--- config.mk ---
export PLATFORM = sky130hd
export DESIGN_NAME = trace_commit_buffer_flat
export DESIGN_NICKNAME = d
export VERILOG_FILES = /design/src/rtl/trace_commit_buffer_if.sv /design/src/rtl/trace_commit_buffer.sv /design/src/flat_wrapper.sv
export SDC_FILE = /design/constraint.sdc
export NUM_CORES = 2
export LEC_CHECK = 0
export BUFFER_PORTS_ARGS = -buffer_cell sky130_fd_sc_hd__buf_2
export CORE_UTILIZATION = 60
export CTS_BUF_LIST = sky130_fd_sc_hd__clkbuf_4
export DETAILED_ROUTE_END_ITERATION = 10
export PLACE_DENSITY = 0.78
export SLEW_MARGIN = 10
export SYNTH_ARGS = -nofsm -noshare
export SYNTH_HDL_FRONTEND = slang
export SYNTH_SLANG_ARGS = --single-unit
--- constraint.sdc ---
create_clock -name clk -period 34.6 [get_ports clk]
set_input_delay 3.46 -clock clk [delete_from_list [all_inputs] [get_ports clk]]
set_output_delay 3.46 -clock clk [all_outputs]
set_load 0.02 [all_outputs]
--- src/rtl/trace_commit_buffer_if.sv ---
// Trace output stream: valid/ready handshake plus the timestamped entry payload.
interface trace_commit_buffer_if #(
  parameter int unsigned TS_W   = 32,
  parameter int unsigned CH_W   = 2,
  parameter int unsigned ID_W   = 10,
  parameter int unsigned DATA_W = 128
);
  logic              out_valid;
  logic              out_ready;
  logic [TS_W-1:0]   out_ts;
  logic [CH_W-1:0]   out_ch;
  logic [ID_W-1:0]   out_id;
  logic [DATA_W-1:0] out_data;

  modport master (
    output out_valid, out_ts, out_ch, out_id, out_data,
    input  out_ready
  );

  modport slave (
    input  out_valid, out_ts, out_ch, out_id, out_data,
    output out_ready
  );
endinterface

--- src/rtl/trace_commit_buffer.sv ---
// Timestamps architectural write events from several channels, buffers them in a FWFT FIFO
// and streams them to a trace sink; counts lost events and signals when a halt drain completes.
module trace_commit_buffer #(
  parameter int unsigned NUM_CH = 3,
  parameter int unsigned ID_W   = 10,
  parameter int unsigned DATA_W = 128,
  parameter int unsigned DEPTH  = 16,
  parameter int unsigned TS_W   = 32,
  parameter int unsigned DROP_W = 16,
  localparam int unsigned CH_W  = (NUM_CH > 1) ? $clog2(NUM_CH) : 1,
  localparam int unsigned LVL_W = $clog2(DEPTH) + 1
) (
  input  logic                     clk,
  input  logic                     rst,
  input  logic [NUM_CH-1:0]        ch_en,
  input  logic [NUM_CH-1:0]        wr_valid,
  input  logic [NUM_CH*ID_W-1:0]   wr_id,
  input  logic [NUM_CH*DATA_W-1:0] wr_data,
  input  logic                     halt,
  trace_commit_buffer_if.master    trace,
  output logic [LVL_W-1:0]         level,
  output logic [DROP_W-1:0]        drop_count,
  output logic                     done
);

  localparam int unsigned PTR_W = LVL_W - 1;
  localparam int unsigned CNT_W = $clog2(NUM_CH + 1);
  localparam int unsigned SUM_W = DROP_W + CNT_W;

  typedef struct packed {
    logic [TS_W-1:0]   ts;
    logic [CH_W-1:0]   ch;
    logic [ID_W-1:0]   id;
    logic [DATA_W-1:0] data;
  } entry_t;

  typedef enum logic [1:0] {StRun, StDrain, StDone} state_e;

  state_e              state_q;
  logic                done_q;
  logic [TS_W-1:0]     ts_q;
  logic [NUM_CH-1:0]   hold_v_q;
  entry_t              hold_q [NUM_CH];
  entry_t              mem_q  [DEPTH];
  logic [LVL_W-1:0]    wr_ptr_q, rd_ptr_q;
  logic [DROP_W-1:0]   drop_q, drop_d;

  logic                empty, full, pop, push, push_found;
  logic [CH_W-1:0]     push_sel;
  entry_t              push_entry, head;
  logic [NUM_CH-1:0]   load;
  logic [CNT_W-1:0]    drop_n;
  logic [SUM_W-1:0]    drop_sum;

  // Pointers carry one extra wrap bit so full and empty are distinguishable.
  assign level = wr_ptr_q - rd_ptr_q;
  assign empty = (level == '0);
  assign full  = (level == LVL_W'(DEPTH));
  assign pop   = ~empty & trace.out_ready;

  // Lowest-index occupied hold wins the single FIFO write port.
  always_comb begin
    push_found = 1'b0;
    push_sel   = '0;
    push_entry = '0;
    for (int c = int'(NUM_CH) - 1; c >= 0; c--) begin
      if (hold_v_q[c]) begin
        push_found = 1'b1;
        push_sel   = CH_W'(c);
        push_entry = hold_q[c];
      end
    end
  end

  assign push = push_found & (~full | pop);

  always_comb begin
    load   = '0;
    drop_n = '0;
    if (state_q == StRun) begin
      for (int c = 0; c < int'(NUM_CH); c++) begin
        if (wr_valid[c] && ch_en[c]) begin
          if (!hold_v_q[c] || (push && push_sel == CH_W'(c))) begin
            load[c] = 1'b1;
          end else begin
            drop_n = drop_n + CNT_W'(1);
          end
        end
      end
    end
  end

  always_comb begin
    drop_sum = SUM_W'(drop_q) + SUM_W'(drop_n);
    drop_d   = (drop_sum > SUM_W'({DROP_W{1'b1}})) ? {DROP_W{1'b1}} : drop_sum[DROP_W-1:0];
  end

  always_ff @(posedge clk or posedge rst) begin
    if (rst) begin
      ts_q     <= '0;
      wr_ptr_q <= '0;
      rd_ptr_q <= '0;
      drop_q   <= '0;
    end else begin
      ts_q   <= ts_q + TS_W'(1);
      drop_q <= drop_d;
      if (push) wr_ptr_q <= wr_ptr_q + LVL_W'(1);
      if (pop)  rd_ptr_q <= rd_ptr_q + LVL_W'(1);
    end
  end

  always_ff @(posedge clk or posedge rst) begin
    if (rst) begin
      hold_v_q <= '0;
      for (int c = 0; c < int'(NUM_CH); c++) hold_q[c] <= '0;
    end else begin
      for (int c = 0; c < int'(NUM_CH); c++) begin
        if (load[c]) begin
          hold_v_q[c] <= 1'b1;
          hold_q[c]   <= {ts_q, CH_W'(c), wr_id[c*ID_W +: ID_W], wr_data[c*DATA_W +: DATA_W]};
        end else if (push && push_sel == CH_W'(c)) begin
          hold_v_q[c] <= 1'b0;
        end
      end
    end
  end

  // Storage needs no reset: the head is masked to zero whenever the FIFO is empty.
  always_ff @(posedge clk) begin
    if (push) mem_q[wr_ptr_q[PTR_W-1:0]] <= push_entry;
  end

  always_ff @(posedge clk or posedge rst) begin
    if (rst) begin
      state_q <= StRun;
      done_q  <= 1'b0;
    end else begin
      unique case (state_q)
        StRun: begin
          if (halt) state_q <= StDrain;
        end
        StDrain: begin
          if (empty && hold_v_q == '0) begin
            state_q <= StDone;
            done_q  <= 1'b1;
          end
        end
        StDone: begin
          done_q <= 1'b1;
        end
        default: begin
          state_q <= StRun;
          done_q  <= 1'b0;
        end
      endcase
    end
  end

  assign head = empty ? '0 : mem_q[rd_ptr_q[PTR_W-1:0]];

  assign trace.out_valid = ~empty;
  assign trace.out_ts    = head.ts;
  assign trace.out_ch    = head.ch;
  assign trace.out_id    = head.id;
  assign trace.out_data  = head.data;
  assign drop_count      = drop_q;
  assign done            = done_q;

endmodule

--- src/flat_wrapper.sv ---
// flat-port wrapper written by rule: the top's interface ports become plain ports
module trace_commit_buffer_flat 
#(
  parameter int unsigned NUM_CH = 3,
  parameter int unsigned ID_W   = 10,
  parameter int unsigned DATA_W = 128,
  parameter int unsigned DEPTH  = 16,
  parameter int unsigned TS_W   = 32,
  parameter int unsigned DROP_W = 16,
  localparam int unsigned CH_W  = (NUM_CH > 1) ? $clog2(NUM_CH) : 1,
  localparam int unsigned LVL_W = $clog2(DEPTH) + 1
)
  (clk, rst, ch_en, wr_valid, wr_id, wr_data, halt, level, drop_count, done, trace_out_valid, trace_out_ts, trace_out_ch, trace_out_id, trace_out_data, trace_out_ready);
  trace_commit_buffer_if #(.TS_W(TS_W), .CH_W((2)), .ID_W(ID_W), .DATA_W(DATA_W)) trace_i ();
  input  logic clk;
  input  logic rst;
  input  logic [NUM_CH-1:0] ch_en;
  input  logic [NUM_CH-1:0] wr_valid;
  input  logic [NUM_CH*ID_W-1:0] wr_id;
  input  logic [NUM_CH*DATA_W-1:0] wr_data;
  input  logic halt;
  output logic [LVL_W-1:0] level;
  output logic [DROP_W-1:0] drop_count;
  output logic done;
  output wire logic [$bits(trace_i.out_valid)-1:0] trace_out_valid;
  output wire logic [$bits(trace_i.out_ts)-1:0] trace_out_ts;
  output wire logic [$bits(trace_i.out_ch)-1:0] trace_out_ch;
  output wire logic [$bits(trace_i.out_id)-1:0] trace_out_id;
  output wire logic [$bits(trace_i.out_data)-1:0] trace_out_data;
  input wire logic [$bits(trace_i.out_ready)-1:0] trace_out_ready;
  assign trace_out_valid = trace_i.out_valid;
  assign trace_out_ts = trace_i.out_ts;
  assign trace_out_ch = trace_i.out_ch;
  assign trace_out_id = trace_i.out_id;
  assign trace_out_data = trace_i.out_data;
  assign trace_i.out_ready = trace_out_ready;
  trace_commit_buffer #(.NUM_CH(NUM_CH), .ID_W(ID_W), .DATA_W(DATA_W), .DEPTH(DEPTH), .TS_W(TS_W), .DROP_W(DROP_W)) u_core (.clk(clk), .rst(rst), .ch_en(ch_en), .wr_valid(wr_valid), .wr_id(wr_id), .wr_data(wr_data), .halt(halt), .trace(trace_i), .level(level), .drop_count(drop_count), .done(done));
endmodule
### Word level (Yosys, flattened, before mapping)

Memory sizes are Yosys's and may differ from the RTL's.
Cells that the tools add are included.

* latch bits: 0
* bits of input ports: 424
* memory bits (writable): 2752
* output and inout port bits: 195
* ROM bits: 0
* memories kept: 1
* flip-flop bits (word level): 576
* word-level logic and storage cells: 105

Memory list
* u_core.mem_q: depth 16, width 172, read ports 1, clocked after Yosys merged registers in 0, wr ports 1, RTL line trace_commit_buffer.sv:44 `entry_t mem_q [DEPTH];`

* divide/modulo/power cells: 0
* multiply operators: 0
* $add $sub $neg: 7
* reduce and logical (&&, ||, !) cells: 22
* shift-type cells: 0
* magnitude comparators: 1
* mux-type cells: 40
* bitwise logic cells: 7
* eq/ne operators: 7

Operators by type and width (count)
* two-way mux 172 bit: 4
* adder 32 x 1 -> 32 bit, second input constant: 1
* two-way mux 2 bit: 13
* two-way mux 1 bit: 19
* greater-than comparator 18 x 16 -> 1 bit, second input constant: 1
* adder 16 x 2 -> 17 bit: 1
* two-way mux 16 bit: 1
* adder 5 x 1 -> 5 bit, second input constant: 2
* logical AND 1 bit: 7
* one-hot mux 2 bit (3 select lines): 1
* nonzero test 2 bit: 3
* == test 5 bit, second input constant: 1
* zero test 5 bit: 1
* subtractor 5 bit: 1
* adder 2 x 1 -> 2 bit, second input constant: 2
* == test 2 x 1 -> 1 bit, second input constant: 2
* == test 2 bit, second input constant: 2
* zero test 2 bit: 2
* inverter 1 bit: 4
* zero test 1 bit: 3
* zero test 3 bit: 1
* logical OR 1 bit: 3
* two-way mux 3 bit: 1
* one-hot mux 1 bit (3 select lines): 1
* other kinds (6): 7

### Depth between registers and ports, before layout

* word-level depth: 22
* mapped depth: 24
* gate-level depth less buffers: 23

### Worst setup path before layout

No wires, ideal clock.

* kind: in2reg
* start point: input trace_out_ready
* end point: memory u_core.mem_q[0][0] (netlist name), enable pin
* setup slack: 17.778 ns
* path buffers: 1
* setup time: 0.914 ns
* required time: 33.686 ns
* cell stages on the path: 5
* arrival time: 15.907 ns
* cell sequence: and4bb_4 nor2_1 clkbuf_1 nand2_1 nor3_1

* longest elaborated chain between the ends: 5

Ends and longest elaborated chain
* start: declaration: RTL line flat_wrapper.sv:30 `input wire logic [$bits(trace_i.out_ready)-1:0] trace_out_ready;`
* bitwise AND 1 bit: RTL line trace_commit_buffer.sv:59 `assign pop = ~empty & trace.out_ready;`
* bitwise OR 1 bit: RTL line trace_commit_buffer.sv:75 `assign push = push_found & (~full | pop);`
* bitwise AND 1 bit: RTL line trace_commit_buffer.sv:75
* two-way mux 1 bit: RTL line trace_commit_buffer.sv:130 `if (push) mem_q[wr_ptr_q[PTR_W-1:0]] <= push_entry;`
* two-way mux 1 bit (implied by the code): RTL line trace_commit_buffer.sv:130
* end: declaration: RTL line trace_commit_buffer.sv:44

Every way passes these cells.

### Final worst setup path

* start point: register u_core.rd_ptr_q[0]
* end point: output trace_out_data[28]

* longest elaborated chain between the ends: 3
* elaborated cells between the ends (all ways): 4
* those cells by class: add/sub: 1; mux: 1; reduce/logical: 1; memory: 1

Ends and longest elaborated chain
* start: declaration: RTL line trace_commit_buffer.sv:45 `logic [LVL_W-1:0] wr_ptr_q, rd_ptr_q;`
* start signal: assignment: RTL line trace_commit_buffer.sv:108 `if (pop) rd_ptr_q <= rd_ptr_q + LVL_W'(1);`
* subtractor 5 bit: RTL line trace_commit_buffer.sv:56 `assign level = wr_ptr_q - rd_ptr_q;`
* zero test 5 bit: RTL line trace_commit_buffer.sv:57 `assign empty = (level == '0);`
* two-way mux 172 bit (*): RTL line trace_commit_buffer.sv:159 `assign head = empty ? '0 : mem_q[rd_ptr_q[PTR_W-1:0]];`
* end: declaration: RTL line flat_wrapper.sv:29 `output wire logic [$bits(trace_i.out_data)-1:0] trace_out_data;`

Every way passes the cells marked *; elsewhere a longest branch is shown, timed or not.

==> flow_summary.yaml <==
status:
  status: "complete, no violations"
synthesis:
  syn_inst: 6059
  ys_types: 53
  yosys-top-cells-area: "edfxtp_1 63%, mux4_2 15%, dfrtp_1 11%"
  netlist_area_um2: 130000
  syn_nets: 6501
  ys_ff_latch: 3328
  synth_top_area_share_pct: 63.4
  synth-warning-count: 0
  synth_edf_count: 2752
  synthTopCellsByCount: "2752 x edfxtp_1, 860 x mux4_2, 576 x dfrtp_1"
  ys_seq_area_share_pct: 74.5
  ys.flop_type: "edfxtp_1"
  yosysTopAreaCell: "edfxtp_1"
  synthArstFlopShare_pct: 17.3
  avgSynthCellArea_um2: 21.5
  synth.most_common_cell: "edfxtp_1"
grt:
  global_route.usage.total_pct: 28.0
  grt_pass1_wl_um: 447000
  grt_max_degree: 168
  antenna_found_initial: 27
  grt_pass1_vias: 70668
  overflow: 0
cells_and_area:
  final_layout_size_suffix_gt1_share_pct: 42.4
  stdcell_area_um2: 147000
  nets: 7816
  finalNonFillerCells: 10830
  seq_area_um2: 97100
  multiInputGateArea_um2: 31500
  n_fill_cell: 13404
  area_delta_synth_final_pct: 13.1
critical_path:
  worst_r2r_startpoint: "u_core.rd_ptr_q[1]"
  r2r_end: "u_core.mem_q[8][86]"
  cp-start-kind: "flip-flop"
  cp_slowest_stage_delay_ps: 920
  crit_chain: "buf_12 > buf_4 > buf_4 > mux4_2 > mux4_2 > and2_1 > buf_2"
  crit_path_top_delay_cell: "dfrtp_4"
  cp-end-kind: "output port"
  ff2ff_setup_slack_ps: 27540
  crit_end: "trace_out_data[28]"
  crit_arrival_ps: 6600
  critPathLaunch: "u_core.rd_ptr_q[0]"
  reg2reg_depth: 11
  worstPathMaxFanout: 113
  criticalPathCategory: "flip-flop to output port"
  cp.required_ps: 31140
power:
  p_leak_nw: 52.3
  power_per_cell_area_nw_per_um2: 89.0
  irDropWorstVdd_mv: 0.0901
  p_total_mw: 13.1
clock_tree:
  hold_buffers: 0
  cts_buffers: 804
  cts.path.max_buffers: 4
  clkSinkCount: 3328
  cts_root_buf: "clkbuf_4"
  path_clk_slew_ps: 70
  cts_tree: "built"
  htreeDepth: 6
  post_cts_buffers: 0
  cts.repair.resized: 0
  clk_latency_ps: 1460
floorplan:
  num_rows: 170
  ios: 619
  dieHeight_um: 468
  core_um2: 215000
  die-area_um2: 219000
  initial_core_util_pct: 60.6
  die_width_um: 468
place:
  place_hpwl_um: 160000
  dp.cells: 9404
  gp_congestion: 0.800
  io_buffers: 618
  place_area_um2: 137000
route:
  first_iter_violations: 6693
  viasPerCell: 6.23
  num_vias: 67452
  drt_first_pass_iters: 6
  wire_per_inst_um: 28.0
  routed_wl_um: 304000
  drc: 0
  drt.antenna.violating_nets: 0
worst_hold_path:
  min_from: "u_core.hold_q[139]"
  hold_path.class: "flip-flop to flip-flop"
sta:
  clock_skew_ps: 131
  rsz0062_at_grt: "false"
  post-route-min-period_ps: 10060
  fin_crit_sh_pct: 29.1
  max_slew_margin_pct: 10.7
  finalSetupTns_ps: 0
  setup_viol: 0
  whs_ps: 469
  max_clock_freq_mhz: 99.4
  finalHoldViolCount: 0
  finalMaxSlewViolations: 0
  worst_pin_slew_ps: 1330
run:
  maxCapViolations: 0
-- how the worst min path moves through the flow --
| stage | end | slack (ps) | cells after the start |
|---|---|---|---|
| finish | u_core.hold_q[139] | 470 | 1 |
| global route | u_core.hold_q[139] | 480 | 1 |
| CTS | u_core.hold_q[139] | 470 | 1 |
| detailed placement | u_core.hold_q[139] | 450 | 1 |
| global placement | u_core.hold_q[139] | 450 | 1 |
| floorplan | u_core.hold_q[139] | 430 | 1 |
-- critical path: cells and delay by family (launching register included) --
kind                   cells  cell delay, ps
multiplexers               2            1160
flip-flops                 1             920
buffers and inverters      4            2580
AND/OR/NAND/NOR            1             200
-- final cells by class --
cell class	instances	share of cell area (%)
multi-input combinational	2357	21.4
tap	2838	2.41
clock inverter	222	0.778
inverter	17	0.0586
antenna	12	0.0204
timing repair buffer	866	3.48
sequential	3328	65.8
clock buffer	1190	6.06
-- through the flow --
stage	util, %	setup WS [ps]
after global routing	68.5	23940
after global placement	63.8	25810
after CTS	68.5	24170
after floorplan	-	15030
final	68.5	24540
after detailed placement	63.8	25790
-- logic make-up (layout without fill, tap and decap cells) --
group / after synthesis / in the layout / synth area share, %
compound gates: 358 / 358 / 1.67
mux: 1375 / 1375 / 19.8
flops: 3328 / 3328 / 74.5
xor+xnor: 51 / 51 / 0.348
other cells: 0 / 12 / 0
fa+ha+maj: 18 / 18 / 0.184
buf+inv: 374 / 2295 / 1.47
simple gates: 555 / 555 / 2.08
-- flip-flops by register name, indices dropped and copies added, names as in the netlist --
name / count
u_core.mem_q: 2752
u_core.hold_q: 512
u_core.ts_q: 32
u_core.drop_count: 16
u_core.rd_ptr_q: 5
u_core.wr_ptr_q: 5
u_core.hold_v_q: 3
u_core.state_q: 2
u_core.done: 1
-- cells in the final DEF, fill, tap and decap left out, types with 5 or more instances in the layout --
cell and count:
xor2_1 18, clkinv_1 177, edfxtp_1 2752, buf_2 618
buf_4 234, inv_1 14, a22oi_1 140, diode_2 12
dfrtp_4 5, nand2_1 240, o21ai_1 32, dfrtp_1 571
clkinv_2 13, mux4_2 860, inv_2 14, and3_4 9
clkbuf_4 1190, o21ai_0 142, and3_1 7, nor2_1 53
mux2_4 169, mux2_2 215, ha_1 16, nand3_1 26
a21oi_1 32, xnor2_1 32, buf_12 14, nand4_1 11
bufinv_16 10, nor3_1 6, nor3_2 5, and2_1 175
mux2_1 130
-- power breakdown --
group          internal, mW  total (mW)  leakage (nW)  switching, mW
Combinational          1.88        4.37          13.8           2.49
Sequential             5.32        5.60          32.5          0.281
Clock                  1.64        3.16          6.02           1.51
Total                  8.84        13.1          52.3           4.29
-- metal layers --
layer | vias up | global-route usage, % | wire (um)
met5 | - | 0 | 51
li1 | 27905 | - | -
met1 | 35455 | 38.2 | 118000
met3 | 474 | 5.23 | 25100
met4 | 8 | 10.0 | 8320
met2 | 3610 | 45.7 | 152000
(Power assumes the default switching activity.)
